===== config.mk =====
export PLATFORM = sky130hd
export DESIGN_NAME = serial_adder_16bit
export DESIGN_NICKNAME = d
export VERILOG_FILES = /design/src/rtl/serial_adder_16bit.sv
export SDC_FILE = /design/constraint.sdc
export NUM_CORES = 1
export LEC_CHECK = 0
export BUFFER_PORTS_ARGS = -buffer_cell sky130_fd_sc_hd__clkbuf_2
export CAP_MARGIN = 25
export CORE_UTILIZATION = 30
export DETAILED_ROUTE_END_ITERATION = 12
export RECOVER_POWER = 25
export SETUP_SLACK_MARGIN = 0.15
export SLEW_MARGIN = 25
export SYNTH_ARGS = -nofsm -noshare
export SYNTH_HDL_FRONTEND = slang
export SYNTH_SLANG_ARGS = --single-unit

===== constraint.sdc =====
create_clock -name Clk -period 2.8 [get_ports Clk]
set_clock_uncertainty 0.2 [all_clocks]
set_input_delay 0.84 -clock Clk [delete_from_list [all_inputs] [get_ports Clk]]
set_output_delay 0.84 -clock Clk [all_outputs]
set_load 0.005 [all_outputs]

===== src/rtl/serial_adder_16bit.sv =====
// serial_adder_16bit: nibble-serial adder built around one shared 4-bit adder.
// Operands are captured on Start, summed four bits per cycle, and the result,
// carry-out and signed-overflow flag are published together on entering DONE.
// Optional feature: define SERIAL_SUB_EN to add the Sub port (A-B via ~B + 1).

// Shared 4-bit full adder slice
module adder_4bit (
   input  logic [3:0] A,
   input  logic [3:0] B,
   input  logic       Cin,
   output logic [3:0] Sum,
   output logic       Cout
);
   assign {Cout, Sum} = 5'(A) + 5'(B) + 5'(Cin);
endmodule

module serial_adder_16bit #(
   parameter int unsigned WIDTH = 16
) (
   input  logic             Clk,
   input  logic             Rst,
   input  logic             Start,
   input  logic [WIDTH-1:0] A,
   input  logic [WIDTH-1:0] B,
   input  logic             Cin,
`ifdef SERIAL_SUB_EN
   input  logic             Sub,
`endif
   output logic             Ready,
   output logic             Done,
   output logic [WIDTH-1:0] Sum,
   output logic             Cout,
   output logic             Ovf
);

   localparam int unsigned NIB   = WIDTH / 4;
   localparam int unsigned CNT_W = (NIB > 1) ? $clog2(NIB) : 1;

   localparam logic [1:0] S_IDLE = 2'd0;
   localparam logic [1:0] S_RUN  = 2'd1;
   localparam logic [1:0] S_DONE = 2'd2;

   logic [1:0]       r_state;
   logic [1:0]       w_next_state;
   logic [WIDTH-1:0] r_a;
   logic [WIDTH-1:0] r_b;
   logic             r_carry;
   logic [CNT_W-1:0] r_cnt;
   logic [WIDTH-5:0] r_acc;
   logic             r_ready;
   logic             r_done;
   logic [WIDTH-1:0] r_sum;
   logic             r_cout;
   logic             r_ovf;

   logic [3:0]       w_nib_sum;
   logic             w_nib_cout;
   logic             w_last;
   logic             w_ovf;

   // Single adder instance, time-shared across all nibbles
   adder_4bit u_adder (
      .A    (r_a[3:0]),
      .B    (r_b[3:0]),
      .Cin  (r_carry),
      .Sum  (w_nib_sum),
      .Cout (w_nib_cout)
   );

   assign w_last = (r_cnt == CNT_W'(NIB - 1));
   // Carry into the MSB is recovered from the MSB's own sum bit and operands
   assign w_ovf  = r_a[3] ^ r_b[3] ^ w_nib_sum[3] ^ w_nib_cout;

   // State register
   always_ff @(posedge Clk or posedge Rst) begin
      if (Rst) r_state <= S_IDLE;
      else     r_state <= w_next_state;
   end

   // Next-state logic
   always_comb begin
      w_next_state = r_state;
      case (r_state)
         S_IDLE:  if (Start)  w_next_state = S_RUN;
         S_RUN:   if (w_last) w_next_state = S_DONE;
         S_DONE:  w_next_state = S_IDLE;
         default: w_next_state = S_IDLE;
      endcase
   end

   // Status flags registered from the upcoming state
   always_ff @(posedge Clk or posedge Rst) begin
      if (Rst) begin
         r_ready <= 1'b1;
         r_done  <= 1'b0;
      end else begin
         r_ready <= (w_next_state == S_IDLE);
         r_done  <= (w_next_state == S_DONE);
      end
   end

   // Operand capture, nibble-serial accumulation and result publication
   always_ff @(posedge Clk or posedge Rst) begin
      if (Rst) begin
         r_a     <= '0;
         r_b     <= '0;
         r_carry <= 1'b0;
         r_cnt   <= '0;
         r_acc   <= '0;
         r_sum   <= '0;
         r_cout  <= 1'b0;
         r_ovf   <= 1'b0;
      end else if (r_state == S_IDLE) begin
         if (Start) begin
            r_a   <= A;
            r_cnt <= '0;
            r_acc <= '0;
`ifdef SERIAL_SUB_EN
            r_b     <= Sub ? ~B : B;
            r_carry <= Sub ? 1'b1 : Cin;
`else
            r_b     <= B;
            r_carry <= Cin;
`endif
         end
      end else if (r_state == S_RUN) begin
         r_a     <= {4'b0000, r_a[WIDTH-1:4]};
         r_b     <= {4'b0000, r_b[WIDTH-1:4]};
         r_carry <= w_nib_cout;
         r_cnt   <= r_cnt + CNT_W'(1);
         r_acc   <= {w_nib_sum, r_acc[WIDTH-5:4]};
         if (w_last) begin
            r_sum  <= {w_nib_sum, r_acc};
            r_cout <= w_nib_cout;
            r_ovf  <= w_ovf;
         end
      end
   end

   assign Ready = r_ready;
   assign Done  = r_done;
   assign Sum   = r_sum;
   assign Cout  = r_cout;
   assign Ovf   = r_ovf;

endmodule


==> results.md <==
Run status:
- The flow ran to the end, and the final reports show no timing, DRC or antenna violations.

Place:
- The number of port buffers is 55.
- The congestion estimate from routability-driven global placement came to 0.7520.
- The total cell area at the placement stage is 3510 um^2.
- The number of placed cells counting well taps is 458.
- The detailed placer's ending HPWL is 4.469 mm.

Yosys:
- The fraction of synthesized cell area taken by the top area cell type is 55.15%.
- The post-synth net total is 324.
- Sorting the synthesized cells by area gives the leading types as dfrtp_1, and3b_1, o21ai_0.
- For this run, asynchronously set or reset flops after synthesis account for 100.0%.
- The number of unique standard cell types used by synthesis is 27.
- The cell with the most instances after synthesis is dfrtp_1.
- The most frequently used flop master after synthesis is dfrtp_1.
- The sequential fraction of the synthesis area is 56.00%.
- The number of flops mapped to enable cells by yosys is 0.
- The Yosys step of the flow raised 0 warnings.
- The post-synthesis instance total is 282.
- The post-synthesis cell area is 3085 um^2.
- After synthesis, the most frequently instantiated cells are dfrtp_1, nand2_1, o21ai_0.
- dfrtp_1 takes more of the synthesized area than any other cell.
- The register bit count reported by yosys is 69.
- Averaged over all synthesized cells, the footprint is 10.94 um^2.

GRT:
- The maximum number of pins on one net before global-route repair is 61.
- The overall routing resource usage is 13.50%.
- The global routing met2 resource utilization is 20.68%.
- The total overflow left after global routing is 0.
- The met1 layer usage reported by global route is 17.55%.
- The first global-routing pass estimated 10.83 mm of wire.
- The number of antenna violations at the first check in global routing was 0.
- Global routing consumed, on the met3 layer, 4.906% of the routing resources.
- The via count of the first global-routing pass is 2185.
- The most utilized layer in the global route result is met2.

Timing:
- The final count of hold timing violations was 0.
- Setup repair after global routing left no endpoint under its margin.
- The minimum period implied by the final worst setup slack is 2.291 ns.
- For the pin with the worst max-slew slack, the measured transition is 1.042 ns.
- Setup total negative slack on the finished layout was measured at 0 ns.
- Headroom to the max-slew limit came out at 30.12%.
- The maximum frequency from static timing analysis is 436.5 MHz.
- The ratio of final minimum period to clock period is 81.81%.
- The final-report setup violation count is 0.
- The number of pins with negative max-slew slack in the final report is 0.

CTS:
- The cell sitting at the root of the clock tree is a clkbuf_8.
- The later pin in the worst-skew pair is clocked with a latency of 0.34 ns.
- The H-tree was split into 3 levels.
- Counting along the longest clock path gives a buffer depth of 2.
- The clock tree from TritonCTS is yes.
- After clock tree synthesis, the clock-pin slew on the worst setup and hold paths is 0.07 ns.
- The number of buffers added for setup after CTS is 0.
- The number of gates resized after cts is 0.
- Buffers inserted to repair hold after CTS numbered 0.
- The clock net in this run drives a total of 69 sinks.
- The TritonCTS buffer count is 9.

Power:
- The total power of the final layout is 0.003957 W.
- The largest vdd supply drop is 0.4116 mV.
- Power spread over the standard cell area amounts to 1057 nW/um^2.
- The leakage dissipation is 1.878 nW.

Layout:
- The final non-filler cell area is 3744 um^2.
- The post-route netlist has 28.24% of its cells at a drive strength greater than 1.
- Relative to the synthesized area, the layout overhead comes to 21.33%.
- The final cell count without fillers is 473.
- At the end of the flow, the number of nets in the layout was 378.
- The number of diodes is 0.

Route:
- In the final routed layout, each cell accounts on average for 13.69 um.
- Using the TritonRoute via totals, the vias-per-cell ratio works out to 4.600.
- The final layout contains routed wiring with a total length of 6.474 mm.
- In the routed design, unresolved DRC markers number 0.
- In this run the remaining antenna-violating nets after routing total 0.
- The number of vias after detailed routing is 2176.
- The iteration count of the initial detailed-routing pass is 4.
- The number of DRC markers in iteration 0 is 88.

Die:
- The number of placement rows is 36.
- Measured along the y axis, the die boundary spans 103.4 um.
- The initial utilization of the core area, before any placement, comes to 31.28%.
- The die outline area is 10690 um^2.
- 56 I/O pins were placed.
- The die boundary width is 103.4 um.
- The core outline area is 9864 um^2.

Setup path:
- The sort of element at the end of the critical path is a register.
- Data arrives at the worst endpoint at 2.33 ns.
- The sort of element at the start of the critical path is a register.
- Data on the critical path is required at its endpoint by 2.83 ns.
- The setup path with the least slack is of type register to register.
- The highest fanout seen on the critical path is 3.

Worst hold path:
- The path class of the lowest-slack min-delay path is register to register.

Flow run:
- Across the run, the number of max-cap violations was 0.
[worst paths after layout]
path	startpoint	endpoint	slack (ns)	cells after the start
worst max-delay path	r_a[0]	r_carry	0.51	8
worst max register to register	r_a[0]	r_carry	0.51	8
worst min register to register	r_a[10]	r_a[10]	0.28	2
worst min-delay path	r_a[10]	r_a[10]	0.28	2
max in group asynchronous	Rst	r_acc[6]	1.21	3
min in group asynchronous	Rst	r_b[4]	0.46	2
[cells in the final DEF (no fill, tap or decap)]
cell type / instances
nand3b_1: 1
nor3b_1: 1
inv_4: 1
nand2_1: 40
dfstp_2: 1
a21oi_1: 34
clkbuf_8: 9
nand2b_1: 1
clkinvlp_2: 1
bufinv_16: 3
clkinv_4: 2
dfrtp_1: 68
xnor2_1: 2
mux2_4: 9
fa_1: 2
ha_1: 4
xor2_1: 1
mux2_2: 4
o21bai_2: 1
a21o_1: 1
o21ai_0: 39
nand2_2: 1
inv_1: 5
nor2b_2: 1
and3b_1: 24
buf_4: 6
clkbuf_2: 55
a22o_1: 12
o2bb2a_1: 1
nor2b_1: 8
clkinv_2: 1
buf_12: 1
[metrics by stage]
| step | worst slack (ns) | hold slack (ns) | util, % |
|---|---|---|---|
| floorplan | 0.6857 | 0.2498 | - |
| global placement | 0.6009 | 0.2621 | 35.58 |
| detailed placement | 0.4696 | 0.2705 | 35.58 |
| CTS | 0.4982 | 0.2877 | 37.98 |
| global route | 0.3706 | 0.3118 | 37.95 |
| finish | 0.5093 | 0.2801 | 37.95 |
[sequential cells by signal (all words and copies together), names as in the netlist]
name	flops
r_b	16
r_cnt	2
r_state	2
Sum	16
Cout	1
Done	1
r_carry	1
Ovf	1
Ready	1
r_acc	12
r_a	16
[power breakdown]
| part | total, W | switching (W) | internal, W |
|---|---|---|---|
| registers | 0.00163 | 0.000231 | 0.00140 |
| logic | 0.00136 | 0.000715 | 0.000646 |
| clock network | 0.000967 | 0.000379 | 0.000588 |
| total | 0.00396 | 0.00132 | 0.00263 |
[final cells by class]
cell class / instances / area (um^2)
Clock inverter: 6 / 112.6
Inverter: 7 / 30.03
Tap cell: 133 / 166.4
Timing Repair Buffer: 62 / 340.3
Multi-Input combinational cell: 187 / 1242
Clock buffer: 9 / 123.9
Fill cell: 989 / 6121
Sequential cell: 69 / 1728
[per-layer routing]
layer	routed length [um]	up-vias
met5	0	-
met1	3058	1021
met2	3000	62
li1	-	1087
met4	55	0
met3	359	6
[worst max-delay path, cell delays in order (launching register included)]
cell	delay (ns)
dfrtp_1	0.38
inv_1	0.08
fa_1	0.19
inv_1	0.06
fa_1	0.41
a21o_1	0.20
a21oi_1	0.26
a21oi_1	0.10
o2bb2a_1	0.30
[cells by family (layout without fill, tap and decap cells)]
kind of cell | count (synthesis) | after routing | synth area share [%]
buffers and inverters | 26 | 84 | 3.852
flip-flops | 69 | 69 | 56.00
AND/OR/NAND/NOR | 77 | 77 | 14.48
XOR/XNOR | 3 | 3 | 0.8517
adder cells (fa/ha/maj) | 6 | 6 | 2.920
multiplexers | 13 | 13 | 5.839
AO/OA/AOI/OAI | 88 | 88 | 16.06
No activity file was read; power rests on OpenSTA's default activity.
